==> config.mk <==
export PLATFORM = sky130hd
export DESIGN_NAME = id_ex_stage_flat
export DESIGN_NICKNAME = d
export VERILOG_FILES = /design/src/rtl/id_ex_stage_pkg.sv /design/src/rtl/id_ex_stage_if.sv /design/src/rtl/id_ex_stage_hazard.sv /design/src/rtl/id_ex_stage.sv /design/src/flat_wrapper.sv
export SDC_FILE = /design/constraint.sdc
export NUM_CORES = 1
export LEC_CHECK = 0
export ABC_AREA = 1
export CELL_PAD_IN_SITES_DETAIL_PLACEMENT = 1
export CELL_PAD_IN_SITES_GLOBAL_PLACEMENT = 1
export CORE_ASPECT_RATIO = 1.75
export CORE_MARGIN = 4
export CORE_UTILIZATION = 28
export CTS_CLUSTER_DIAMETER = 60
export DETAILED_ROUTE_END_ITERATION = 6
export PLACE_DENSITY_LB_ADDON = 0.3
export SYNTH_ARGS = -nofsm -noshare
export SYNTH_HDL_FRONTEND = slang
export SYNTH_HIERARCHICAL = 1
export SYNTH_SLANG_ARGS = --single-unit
==> constraint.sdc <==
create_clock -name clk -period 1.6 [get_ports clk]
set_input_delay 0.32 -clock clk [delete_from_list [all_inputs] [get_ports clk]]
set_output_delay 0.32 -clock clk [all_outputs]
set_load 0.02 [all_outputs]
==> src/rtl/id_ex_stage_pkg.sv <==
// Shared pipeline definitions: control-group widths, bit positions and the
// ID/EX per-edge action encoding used by decode and the later stages.
package id_ex_stage_pkg;

  localparam int WB_W  = 2;
  localparam int MEM_W = 3;
  localparam int EX_W  = 4;

  localparam int WB_MEMTOREG = 1;
  localparam int WB_REGWRITE = 0;

  localparam int MEM_READ   = 2;
  localparam int MEM_WRITE  = 1;
  localparam int MEM_BRANCH = 0;

  localparam int EX_ALUOP_MSB = 3;
  localparam int EX_ALUOP_LSB = 2;
  localparam int EX_ALUSRC    = 1;
  localparam int EX_REGDST    = 0;

  localparam int CNT_W = 16;

  typedef logic [WB_W-1:0]  wb_ctrl_t;
  typedef logic [MEM_W-1:0] mem_ctrl_t;
  typedef logic [EX_W-1:0]  ex_ctrl_t;

  typedef struct packed {
    wb_ctrl_t  wb;
    mem_ctrl_t mem;
    ex_ctrl_t  ex;
  } ctrl_t;

  typedef enum logic [1:0] {
    ACT_LOAD   = 2'd0,
    ACT_BUBBLE = 2'd1,
    ACT_HOLD   = 2'd2,
    ACT_FLUSH  = 2'd3
  } stage_act_e;

  function automatic logic [CNT_W-1:0] sat_inc(input logic [CNT_W-1:0] v);
    return (&v) ? v : v + 1'b1;
  endfunction

endpackage

==> src/rtl/id_ex_stage_if.sv <==
// Decode-to-execute bus: decode-side inputs, registered execute-side outputs
// and the stall/bubble-count status returned to the front end.
interface id_ex_stage_if #(
  parameter int DATA_W = 32,
  parameter int REG_W  = 5
);
  import id_ex_stage_pkg::*;

  wb_ctrl_t          i_sig_wb;
  mem_ctrl_t         i_sig_mem;
  ex_ctrl_t          i_sig_ex;
  logic [DATA_W-1:0] i_rd1;
  logic [DATA_W-1:0] i_rd2;
  logic [DATA_W-1:0] i_sext;
  logic [DATA_W-1:0] i_npc;
  logic [REG_W-1:0]  i_rs;
  logic [REG_W-1:0]  i_rt;
  logic [REG_W-1:0]  i_rd;
  logic              i_flush;
  logic              i_hold;

  wb_ctrl_t          o_sig_wb;
  mem_ctrl_t         o_sig_mem;
  ex_ctrl_t          o_sig_ex;
  logic [DATA_W-1:0] o_rd1;
  logic [DATA_W-1:0] o_rd2;
  logic [DATA_W-1:0] o_sext;
  logic [DATA_W-1:0] o_npc;
  logic [REG_W-1:0]  o_rs;
  logic [REG_W-1:0]  o_rt;
  logic [REG_W-1:0]  o_rd;
  logic              o_valid;
  logic              o_stall;
  logic [CNT_W-1:0]  o_bubble_cnt;

  modport master (
    output i_sig_wb, i_sig_mem, i_sig_ex, i_rd1, i_rd2, i_sext, i_npc,
           i_rs, i_rt, i_rd, i_flush, i_hold,
    input  o_sig_wb, o_sig_mem, o_sig_ex, o_rd1, o_rd2, o_sext, o_npc,
           o_rs, o_rt, o_rd, o_valid, o_stall, o_bubble_cnt
  );

  modport slave (
    input  i_sig_wb, i_sig_mem, i_sig_ex, i_rd1, i_rd2, i_sext, i_npc,
           i_rs, i_rt, i_rd, i_flush, i_hold,
    output o_sig_wb, o_sig_mem, o_sig_ex, o_rd1, o_rd2, o_sext, o_npc,
           o_rs, o_rt, o_rd, o_valid, o_stall, o_bubble_cnt
  );

endinterface

==> src/rtl/id_ex_stage_hazard.sv <==
// Load-use hazard compare between the load sitting in EX and the decode slot.
// Purely combinational; register 0 is hard-wired and never conflicts.
module hazard_detect #(
  parameter int REG_W = 5
) (
  input  logic             ex_valid,
  input  logic             ex_mem_read,
  input  logic [REG_W-1:0] ex_rt,
  input  logic [REG_W-1:0] id_rs,
  input  logic [REG_W-1:0] id_rt,
  output logic             hazard
);

  assign hazard = ex_valid & ex_mem_read & (ex_rt != '0)
                & ((ex_rt == id_rs) | (ex_rt == id_rt));

endmodule

==> src/rtl/id_ex_stage.sv <==
// ID/EX pipeline register with flush, hold and load-use bubble insertion.
// One action per edge (flush > hold > hazard > load); bubbles are counted, saturating.
module id_ex_stage
  import id_ex_stage_pkg::*;
#(
  parameter int DATA_W = 32,
  parameter int REG_W  = 5
) (
  input logic          clk,
  input logic          rstn,
  id_ex_stage_if.slave bus
);

  ctrl_t             ctrl_q;
  logic              valid_q;
  logic [DATA_W-1:0] rd1_q;
  logic [DATA_W-1:0] rd2_q;
  logic [DATA_W-1:0] sext_q;
  logic [DATA_W-1:0] npc_q;
  logic [REG_W-1:0]  rs_q;
  logic [REG_W-1:0]  rt_q;
  logic [REG_W-1:0]  rd_q;
  logic [CNT_W-1:0]  bubble_cnt;
  logic              hazard;
  stage_act_e        act;

  hazard_detect #(
    .REG_W(REG_W)
  ) u_hazard (
    .ex_valid   (valid_q),
    .ex_mem_read(ctrl_q.mem[MEM_READ]),
    .ex_rt      (rt_q),
    .id_rs      (bus.i_rs),
    .id_rt      (bus.i_rt),
    .hazard     (hazard)
  );

  always_comb begin
    act = ACT_LOAD;
    if (bus.i_flush) begin
      act = ACT_FLUSH;
    end else if (bus.i_hold) begin
      act = ACT_HOLD;
    end else if (hazard) begin
      act = ACT_BUBBLE;
    end
  end

  // A flush already kills the decode slot, so a coincident hazard needs no stall.
  assign bus.o_stall = bus.i_hold | (hazard & ~bus.i_flush);

  always_ff @(posedge clk or negedge rstn) begin
    if (!rstn) begin
      ctrl_q     <= '0;
      valid_q    <= 1'b0;
      rd1_q      <= '0;
      rd2_q      <= '0;
      sext_q     <= '0;
      npc_q      <= '0;
      rs_q       <= '0;
      rt_q       <= '0;
      rd_q       <= '0;
      bubble_cnt <= '0;
    end else begin
      case (act)
        ACT_FLUSH: begin
          ctrl_q  <= '0;
          valid_q <= 1'b0;
        end
        ACT_BUBBLE: begin
          ctrl_q     <= '0;
          valid_q    <= 1'b0;
          bubble_cnt <= sat_inc(bubble_cnt);
        end
        ACT_LOAD: begin
          ctrl_q  <= {bus.i_sig_wb, bus.i_sig_mem, bus.i_sig_ex};
          valid_q <= 1'b1;
          rd1_q   <= bus.i_rd1;
          rd2_q   <= bus.i_rd2;
          sext_q  <= bus.i_sext;
          npc_q   <= bus.i_npc;
          rs_q    <= bus.i_rs;
          rt_q    <= bus.i_rt;
          rd_q    <= bus.i_rd;
        end
        default: begin
        end
      endcase
    end
  end

  assign bus.o_sig_wb     = ctrl_q.wb;
  assign bus.o_sig_mem    = ctrl_q.mem;
  assign bus.o_sig_ex     = ctrl_q.ex;
  assign bus.o_valid      = valid_q;
  assign bus.o_rd1        = rd1_q;
  assign bus.o_rd2        = rd2_q;
  assign bus.o_sext       = sext_q;
  assign bus.o_npc        = npc_q;
  assign bus.o_rs         = rs_q;
  assign bus.o_rt         = rt_q;
  assign bus.o_rd         = rd_q;
  assign bus.o_bubble_cnt = bubble_cnt;

endmodule

==> src/flat_wrapper.sv <==
// flat-port wrapper written by rule: the top's interface ports become plain ports
module id_ex_stage_flat import id_ex_stage_pkg::*;
#(
  parameter int DATA_W = 32,
  parameter int REG_W  = 5
)
  (clk, rstn, bus_i_sig_wb, bus_i_sig_mem, bus_i_sig_ex, bus_i_rd1, bus_i_rd2, bus_i_sext, bus_i_npc, bus_i_rs, bus_i_rt, bus_i_rd, bus_i_flush, bus_i_hold, bus_o_sig_wb, bus_o_sig_mem, bus_o_sig_ex, bus_o_rd1, bus_o_rd2, bus_o_sext, bus_o_npc, bus_o_rs, bus_o_rt, bus_o_rd, bus_o_valid, bus_o_stall, bus_o_bubble_cnt);
  id_ex_stage_if #(.DATA_W(DATA_W), .REG_W(REG_W)) bus_i ();
  input logic clk;
  input logic rstn;
  input wire logic [$bits(bus_i.i_sig_wb)-1:0] bus_i_sig_wb;
  input wire logic [$bits(bus_i.i_sig_mem)-1:0] bus_i_sig_mem;
  input wire logic [$bits(bus_i.i_sig_ex)-1:0] bus_i_sig_ex;
  input wire logic [$bits(bus_i.i_rd1)-1:0] bus_i_rd1;
  input wire logic [$bits(bus_i.i_rd2)-1:0] bus_i_rd2;
  input wire logic [$bits(bus_i.i_sext)-1:0] bus_i_sext;
  input wire logic [$bits(bus_i.i_npc)-1:0] bus_i_npc;
  input wire logic [$bits(bus_i.i_rs)-1:0] bus_i_rs;
  input wire logic [$bits(bus_i.i_rt)-1:0] bus_i_rt;
  input wire logic [$bits(bus_i.i_rd)-1:0] bus_i_rd;
  input wire logic [$bits(bus_i.i_flush)-1:0] bus_i_flush;
  input wire logic [$bits(bus_i.i_hold)-1:0] bus_i_hold;
  output wire logic [$bits(bus_i.o_sig_wb)-1:0] bus_o_sig_wb;
  output wire logic [$bits(bus_i.o_sig_mem)-1:0] bus_o_sig_mem;
  output wire logic [$bits(bus_i.o_sig_ex)-1:0] bus_o_sig_ex;
  output wire logic [$bits(bus_i.o_rd1)-1:0] bus_o_rd1;
  output wire logic [$bits(bus_i.o_rd2)-1:0] bus_o_rd2;
  output wire logic [$bits(bus_i.o_sext)-1:0] bus_o_sext;
  output wire logic [$bits(bus_i.o_npc)-1:0] bus_o_npc;
  output wire logic [$bits(bus_i.o_rs)-1:0] bus_o_rs;
  output wire logic [$bits(bus_i.o_rt)-1:0] bus_o_rt;
  output wire logic [$bits(bus_i.o_rd)-1:0] bus_o_rd;
  output wire logic [$bits(bus_i.o_valid)-1:0] bus_o_valid;
  output wire logic [$bits(bus_i.o_stall)-1:0] bus_o_stall;
  output wire logic [$bits(bus_i.o_bubble_cnt)-1:0] bus_o_bubble_cnt;
  assign bus_i.i_sig_wb = bus_i_sig_wb;
  assign bus_i.i_sig_mem = bus_i_sig_mem;
  assign bus_i.i_sig_ex = bus_i_sig_ex;
  assign bus_i.i_rd1 = bus_i_rd1;
  assign bus_i.i_rd2 = bus_i_rd2;
  assign bus_i.i_sext = bus_i_sext;
  assign bus_i.i_npc = bus_i_npc;
  assign bus_i.i_rs = bus_i_rs;
  assign bus_i.i_rt = bus_i_rt;
  assign bus_i.i_rd = bus_i_rd;
  assign bus_i.i_flush = bus_i_flush;
  assign bus_i.i_hold = bus_i_hold;
  assign bus_o_sig_wb = bus_i.o_sig_wb;
  assign bus_o_sig_mem = bus_i.o_sig_mem;
  assign bus_o_sig_ex = bus_i.o_sig_ex;
  assign bus_o_rd1 = bus_i.o_rd1;
  assign bus_o_rd2 = bus_i.o_rd2;
  assign bus_o_sext = bus_i.o_sext;
  assign bus_o_npc = bus_i.o_npc;
  assign bus_o_rs = bus_i.o_rs;
  assign bus_o_rt = bus_i.o_rt;
  assign bus_o_rd = bus_i.o_rd;
  assign bus_o_valid = bus_i.o_valid;
  assign bus_o_stall = bus_i.o_stall;
  assign bus_o_bubble_cnt = bus_i.o_bubble_cnt;
  id_ex_stage #(.DATA_W(DATA_W), .REG_W(REG_W)) u_core (.clk(clk), .rstn(rstn), .bus(bus_i));
endmodule
==> impl_metrics.tcl, run 1 <==
set metrics [dict create \
    io_pins 326 \
    wirelength_um 24200 \
    arrival_ns 2.36 \
    numCtsBuffers 17 \
    drc 0 \
    finalNonFillerCells 1252 \
    crit_chain "clkdlybuf4s50_1, inv_1, nand2_1, nand2_1, nor2_1, nand3_1, a21oi_2, inv_2, buf_6, nand3_4, buf_12, buf_16, mux2_1" \
    hp-class "input pin to async pin" \
    grt_max_degree 47 \
    irDropWorstVdd_v 0.000746 \
    syn2layout_area_growth_pct 71.8 \
    cp_common_cell "nand2_1" \
    period_share 1.27 \
    crit_path_start_kind "input pin" \
    drt-pass1-iter-count 4 \
    worst_slack_ns -0.439 \
    path_class "input pin to flop" \
    max_freq_ghz 0.490 \
    grt_pass1_vias 6352 \
    core_um2 24500 \
    power_switching_mw 3.58 \
    gp_congestion 0.781 \
    tritoncts "done" \
    netlist_area_um2 6960 \
    die_y_um 217 \
    die-area_um2 27600 \
    viasPerCell 4.49 \
    synth-warning-count 6 \
    slew_headroom 0.766 \
    period_needed_ns 2.04 \
    setup_viol 170 \
    ff2ff_path_depth 11 \
    cp_top_family "buffers and inverters" \
    power_density_nw_per_um2 1060 \
    yosysUniqueCellTypes 25 \
    fin_skew_ns 0.00797 \
    hold_viol_final 0 \
    dp.cells 1202 \
    synth_nets 693 \
    syn_avg_cell_area_um2 13.0 \
    p_clk_frac 0.340 \
    ys_ff_latch 169 \
    crit_fanout 21 \
    antenna_left 0 \
    comb_power_share 0.252 \
    wl_per_cell_um 19.3 \
    fin_tns_setup_ns -62.99 \
    cp_num_cells 13 \
    port_buffers 325 \
    worst-path-buf-inv 6 \
    crit_path_max_incr_delay_ns 0.52 \
    htree_num_levels 4 \
    p_int_mw 9.04 \
    cts.clk_slew.worst_paths_ns 0.06 \
    fin_nets 1083 \
    leakagePower_nw 5.65 \
    grt_pass1_wl_um 36900 \
    antenna_found_initial 2 \
    cts.path.max_buffers 2 \
    start_util 0.284 \
    status "finished, violations left" \
    cts_sinks 169 \
    drv_cap 0 \
    pwr-share-seq 0.408 \
    grt_overflow_total 0 \
    synthCells 536 \
    tightest_slew_ns 0.350 \
    num_rows 76 \
    num_vias 5622 \
    drtIter0Drc 217 \
    fp.dieW_um 127 \
    cp_slowest_cell "clkdlybuf4s50_1" \
    slew_violations 0 \
    p_sw_frac 0.284 \
    drive_above_1_share 0.270 \
    root_buffer "clkbuf_16" \
    grt_usage 0.175 \
    critPathCaptureType "flop" \
    clock_latency_ns 0.44 \
    yosysSeqAreaShare 0.607 \
    hpwl_um 18000 \
    violations "setup timing" \
    cp.required_ns 1.92 \
    rsz0062_at_grt "yes" \
]
[cells in the mapped netlist]
| cell | number | share of area |
|---|---|---|
| buf_2 | 7 | 0.0050 |
| o21ai_0 | 15 | 0.011 |
| nand4_1 | 7 | 0.0063 |
| xnor2_1 | 7 | 0.0088 |
| nor2_1 | 24 | 0.013 |
| nand3_1 | 22 | 0.016 |
| ha_1 | 1 | 0.0018 |
| nor2_2 | 1 | 0.00090 |
| buf_6 | 10 | 0.016 |
| nand3_4 | 1 | 0.0025 |
| nand3b_1 | 1 | 0.0011 |
| nor2_4 | 2 | 0.0032 |
| a21oi_2 | 1 | 0.0013 |
| nand2_1 | 78 | 0.042 |
| nand4_2 | 1 | 0.0018 |
| mux2_2 | 73 | 0.12 |
| mux2_1 | 70 | 0.11 |
| inv_2 | 6 | 0.0032 |
| dfrtp_1 | 169 | 0.61 |
| clkbuf_1 | 3 | 0.0016 |
| inv_1 | 28 | 0.015 |
| nor3_4 | 1 | 0.0023 |
| xor2_1 | 1 | 0.0013 |
| o21ai_2 | 3 | 0.0038 |
| nand2_2 | 4 | 0.0036 |
[registers in the layout, indices dropped and copies added (netlist names)]
register,flops
u_core/bus.o_bubble_cnt,16
u_core/bus.o_npc,32
u_core/bus.o_rd,5
u_core/bus.o_rd1,32
u_core/bus.o_rd2,32
u_core/bus.o_rs,5
u_core/bus.o_rt,5
u_core/bus.o_sext,32
u_core/bus.o_sig_ex,4
u_core/bus.o_sig_mem,3
u_core/bus.o_sig_wb,2
u_core/bus.o_valid,1
[power groups by stage]
stage	sequential (mW)	combinational, mW	clock [mW]
finish	5.15	3.18	4.29
global route	5.24	3.37	4.62
CTS	5.16	3.16	4.44
detailed placement	5.24	3.37	0
global placement	5.20	3.34	0
floorplan	5.92	0.660	0
[what timing repair did]
action                                  4_1_cts  5_1_grt
endpoints found under the setup margin      338      177
setup buffers                                 7        9
endpoints found under the hold margin        27        0
pin swaps                                    10        3
gates cloned                                  3        0
hold buffers                                  1        0
resized for setup                           295       44
[metal layers]
metal  track usage  wire length, um  vias up
met4        0.0770              796        0
met1         0.170             8050     2800
li1              -                -     2577
met3        0.0567             1540       36
met2         0.332            13800      209
met5             0                0        -
[placed cells by master, fill, tap and decap left out, types with 4 or more instances in the layout]
| master | synthesis | final |
|---|---|---|
| o21ai_1 | 0 | 5 |
| bufinv_16 | 0 | 4 |
| buf_2 | 7 | 5 |
| xnor2_1 | 7 | 7 |
| clkbuf_1 | 3 | 6 |
| nand2_1 | 78 | 60 |
| nand4_1 | 7 | 7 |
| dfrtp_2 | 0 | 7 |
| buf_12 | 0 | 14 |
| dlygate4sd2_1 | 0 | 153 |
| buf_4 | 0 | 36 |
| nor2_2 | 1 | 5 |
| o21ai_2 | 3 | 9 |
| nor2_1 | 24 | 19 |
| buf_6 | 10 | 10 |
| nand3_1 | 22 | 21 |
| inv_1 | 28 | 27 |
| nand2_2 | 4 | 16 |
| nand2_4 | 0 | 6 |
| o21ai_0 | 15 | 4 |
| clkdlybuf4s15_2 | 0 | 5 |
| mux2_1 | 70 | 53 |
| clkdlybuf4s50_1 | 0 | 154 |
| mux2_2 | 73 | 37 |
| dfrtp_1 | 169 | 162 |
| clkbuf_16 | 0 | 17 |
| buf_8 | 0 | 4 |
| mux2_4 | 0 | 53 |
| inv_2 | 6 | 7 |
[logic make-up (layout without fill, tap and decap cells)]
logic type,Yosys count,count (layout),share of synthesized area
AO/OA/AOI/OAI,19,19,0.0158
XOR/XNOR,8,8,0.0101
adder cells (fa/ha/maj),1,1,0.00180
buffers and inverters,54,455,0.0411
flip-flops,169,169,0.607
multiplexers,143,143,0.231
other,0,2,0
AND/OR/NAND/NOR,142,143,0.0925
[metrics by stage]
stage	power [mW]	hold WS [ns]	instance area (um2)	worst slack (ns)	util
6_report	12.6	0.339	12000	-0.439	0.488
5_1_grt	13.2	0.346	12000	-0.562	0.488
4_1_cts	12.8	0.333	11800	-0.468	0.480
3_5_place_dp	8.62	0.243	10900	-0.906	0.446
3_3_place_gp	8.55	0.243	10900	-0.895	0.446
2_1_floorplan	6.58	0.0244	6980	-0.187	-
[final timing paths]
kind,slack [ns],start,end
worst max-delay path,-0.44,bus_i_rt[1],u_core/bus.o_rd2[26]
worst min-delay path,0.34,rstn,u_core/bus.o_rd2[30]
worst max register to register,-0.43,u_core/bus.o_rt[3],u_core/bus.o_rd2[26]
worst min register to register,0.48,u_core/bus.o_rd2[20],u_core/bus.o_rd2[20]
max in group asynchronous,0.68,rstn,u_core/bus.o_rt[1]
min in group clk,0.43,bus_i_sig_wb[1],u_core/bus.o_sig_wb[1]
[cell type report]
| class | count | area (um2) |
|---|---|---|
| clock buffer | 23 | 448 |
| clock inverter | 8 | 146 |
| antenna | 2 | 5.00 |
| tap | 312 | 390 |
| inverter | 34 | 128 |
| sequential | 169 | 4240 |
| multi-input combinational | 314 | 2790 |
| fill | 2613 | 12600 |
| timing repair buffer | 390 | 3820 |
(Power assumes the default switching activity.)
==> inputs of run 2 (changes only) <==
--- a/config.mk
+++ b/config.mk
@@ -15,3 +15,3 @@
 export DETAILED_ROUTE_END_ITERATION = 6
-export PLACE_DENSITY_LB_ADDON = 0.3
+export PLACE_DENSITY_LB_ADDON = 0.25
 export SYNTH_ARGS = -nofsm -noshare
--- a/constraint.sdc
+++ b/constraint.sdc
@@ -3,2 +3,2 @@
 set_output_delay 0.32 -clock clk [all_outputs]
-set_load 0.02 [all_outputs]
+set_load 0.05 [all_outputs]
==> impl_metrics.tcl, run 2 (same netlist as run 1, synthesis figures left out) <==
set metrics [dict create \
    drt-pass1-iter-count 4 \
    design_area_um2 12800 \
    grt_usage 0.188 \
    wirelength_um 25500 \
    drc 0 \
    grt_pass1_vias 6657 \
    critPathCaptureType "primary output" \
    cp_slowest_cell "dfrtp_2" \
    final_cell_mix "buf_4 (190), dfrtp_1 (162), clkdlybuf4s50_1 (154)" \
    arrival_ns 1.89 \
    period_share 1.38 \
    die-area_um2 27600 \
    dr.max_layer_used "met4" \
    cts_sinks 169 \
    fin_tns_setup_ns -79.59 \
    dp.cells 1220 \
    die_y_um 217 \
    port_buffers 325 \
    fin_nets 1121 \
    tritoncts "done" \
    power_mw 14.6 \
    tightest_slew_ns 0.517 \
    fin_skew_ns 0.00834 \
    hpwl_um 18400 \
    wl_met1_um 8360 \
    num_vias 5746 \
    crit_chain "buf_4, xnor2_1, nand3_1, a21oi_2, inv_2, buf_4, o21ai_4, buf_12" \
    numCtsBuffers 17 \
    cp_common_cell "buf_4" \
    wl_per_cell_um 19.7 \
    pre_cts_ws_ns -0.806 \
    final_common_cell "buf_4" \
    clock_latency_ns 0.45 \
    setup_viol 170 \
    io_pins 326 \
    hp-class "input pin to flop" \
    antenna_found_initial 1 \
    cts.clk_slew.worst_paths_ns 0.06 \
    post-route-util 0.522 \
    drtIter0Drc 117 \
    hold_viol_final 0 \
    rsz0062_at_grt "yes" \
    viasPerCell 4.45 \
    htree_num_levels 4 \
    violations "setup timing" \
    finalNonFillerCells 1290 \
    core_um2 24500 \
    status "finished, violations left" \
    drive_above_1_share 0.505 \
    period_needed_ns 2.21 \
    leakagePower_nw 6.12 \
    max_freq_ghz 0.453 \
    slew_headroom 0.655 \
    gp_congestion 0.810 \
    cts.path.max_buffers 2 \
    path_class "flop to primary output" \
    irDropWorstVdd_v 0.000879 \
    num_rows 76 \
    crit_path_max_incr_delay_ns 0.43 \
    fp.dieW_um 127 \
    cp.required_ns 1.28 \
    grt_pass1_wl_um 39000 \
    start_util 0.284 \
    crit_path_start_kind "flop" \
    antenna_left 0 \
    syn2layout_area_growth_pct 84.1 \
    crit_fanout 4 \
    drv_cap 0 \
    fin_hold_ws_ns 0.421 \
    grt_overflow_total 0 \
    place_area_um2 11100 \
    root_buffer "clkbuf_16" \
    met3_length_um 1450 \
    slew_violations 0 \
    worst_slack_ns -0.605 \
    grt_max_degree 46 \
    power_density_nw_per_um2 1140 \
    routed-wl-met2_um 15100 \
]
==> run 2: changes by cell type in the layout (fill, tap and decap cells not counted), sizes merged <==
cell | before | now
clkbuf | 25 | 24
dlygate4sd2 | 153 | 0
bufinv | 4 | 2
buf | 72 | 273
inv | 34 | 35
clkdlybuf4s15 | 8 | 0
diode | 2 | 1
clkinv | 3 | 4
==> run 2: area by class of cell <==
cell class	count	area, um2
multi-input combinational	314	2910
tap	312	390
antenna	1	2.50
clock inverter	8	111
timing repair buffer	428	4560
clock buffer	24	482
inverter	34	128
fill	2533	11700
sequential	169	4240
==> run 2: path summary, 6_finish.rpt <==
path / from / to / slack (ns) / cells after the start
min in group asynchronous: rstn / u_core/bus.o_rd1[12] / 0.43 / 2
worst min-delay path: bus_i_sig_mem[2] / u_core/bus.o_sig_mem[2] / 0.42 / 3
worst max register to register: u_core/bus.o_rt[3] / u_core/bus.o_sext[6] / -0.58 / 11
worst min register to register: u_core/bus.o_sext[14] / u_core/bus.o_sext[14] / 0.50 / 1
max in group asynchronous: rstn / u_core/bus.o_bubble_cnt[1] / 0.60 / 3
worst max-delay path: u_core/bus.o_rt[3] / bus_o_stall / -0.61 / 8
==> run 2: routing by layer <==
metal  track usage  vias up
met4        0.0669        0
met2         0.367      180
met1         0.185     2877
li1              -     2661
met5             0        -
met3        0.0518       28
==> run 2: report_power, final <==
| part | switching, mW | internal, mW | leakage, nW |
|---|---|---|---|
| sequential | 0.352 | 4.85 | 2.01 |
| combinational | 3.02 | 2.18 | 3.82 |
| clock | 1.77 | 2.44 | 0.285 |
| total | 5.14 | 9.46 | 6.12 |
==> run 2: worst max-delay path, delay by kind of cell (launching register included) <==
| family | cells | cell delay (ns) |
|---|---|---|
| flops | 1 | 0.43 |
| xor+xnor | 1 | 0.15 |
| simple gates | 1 | 0.10 |
| buf+inv | 4 | 0.48 |
| compound gates | 2 | 0.28 |
==> run 2: what timing repair did <==
item	in CTS	in global routing
gates cloned	15	1
setup buffers	24	6
hold endpoints to repair	35	0
pin swaps	7	11
endpoints found under the setup margin	170	171
hold buffers	1	0
resized for setup	117	58
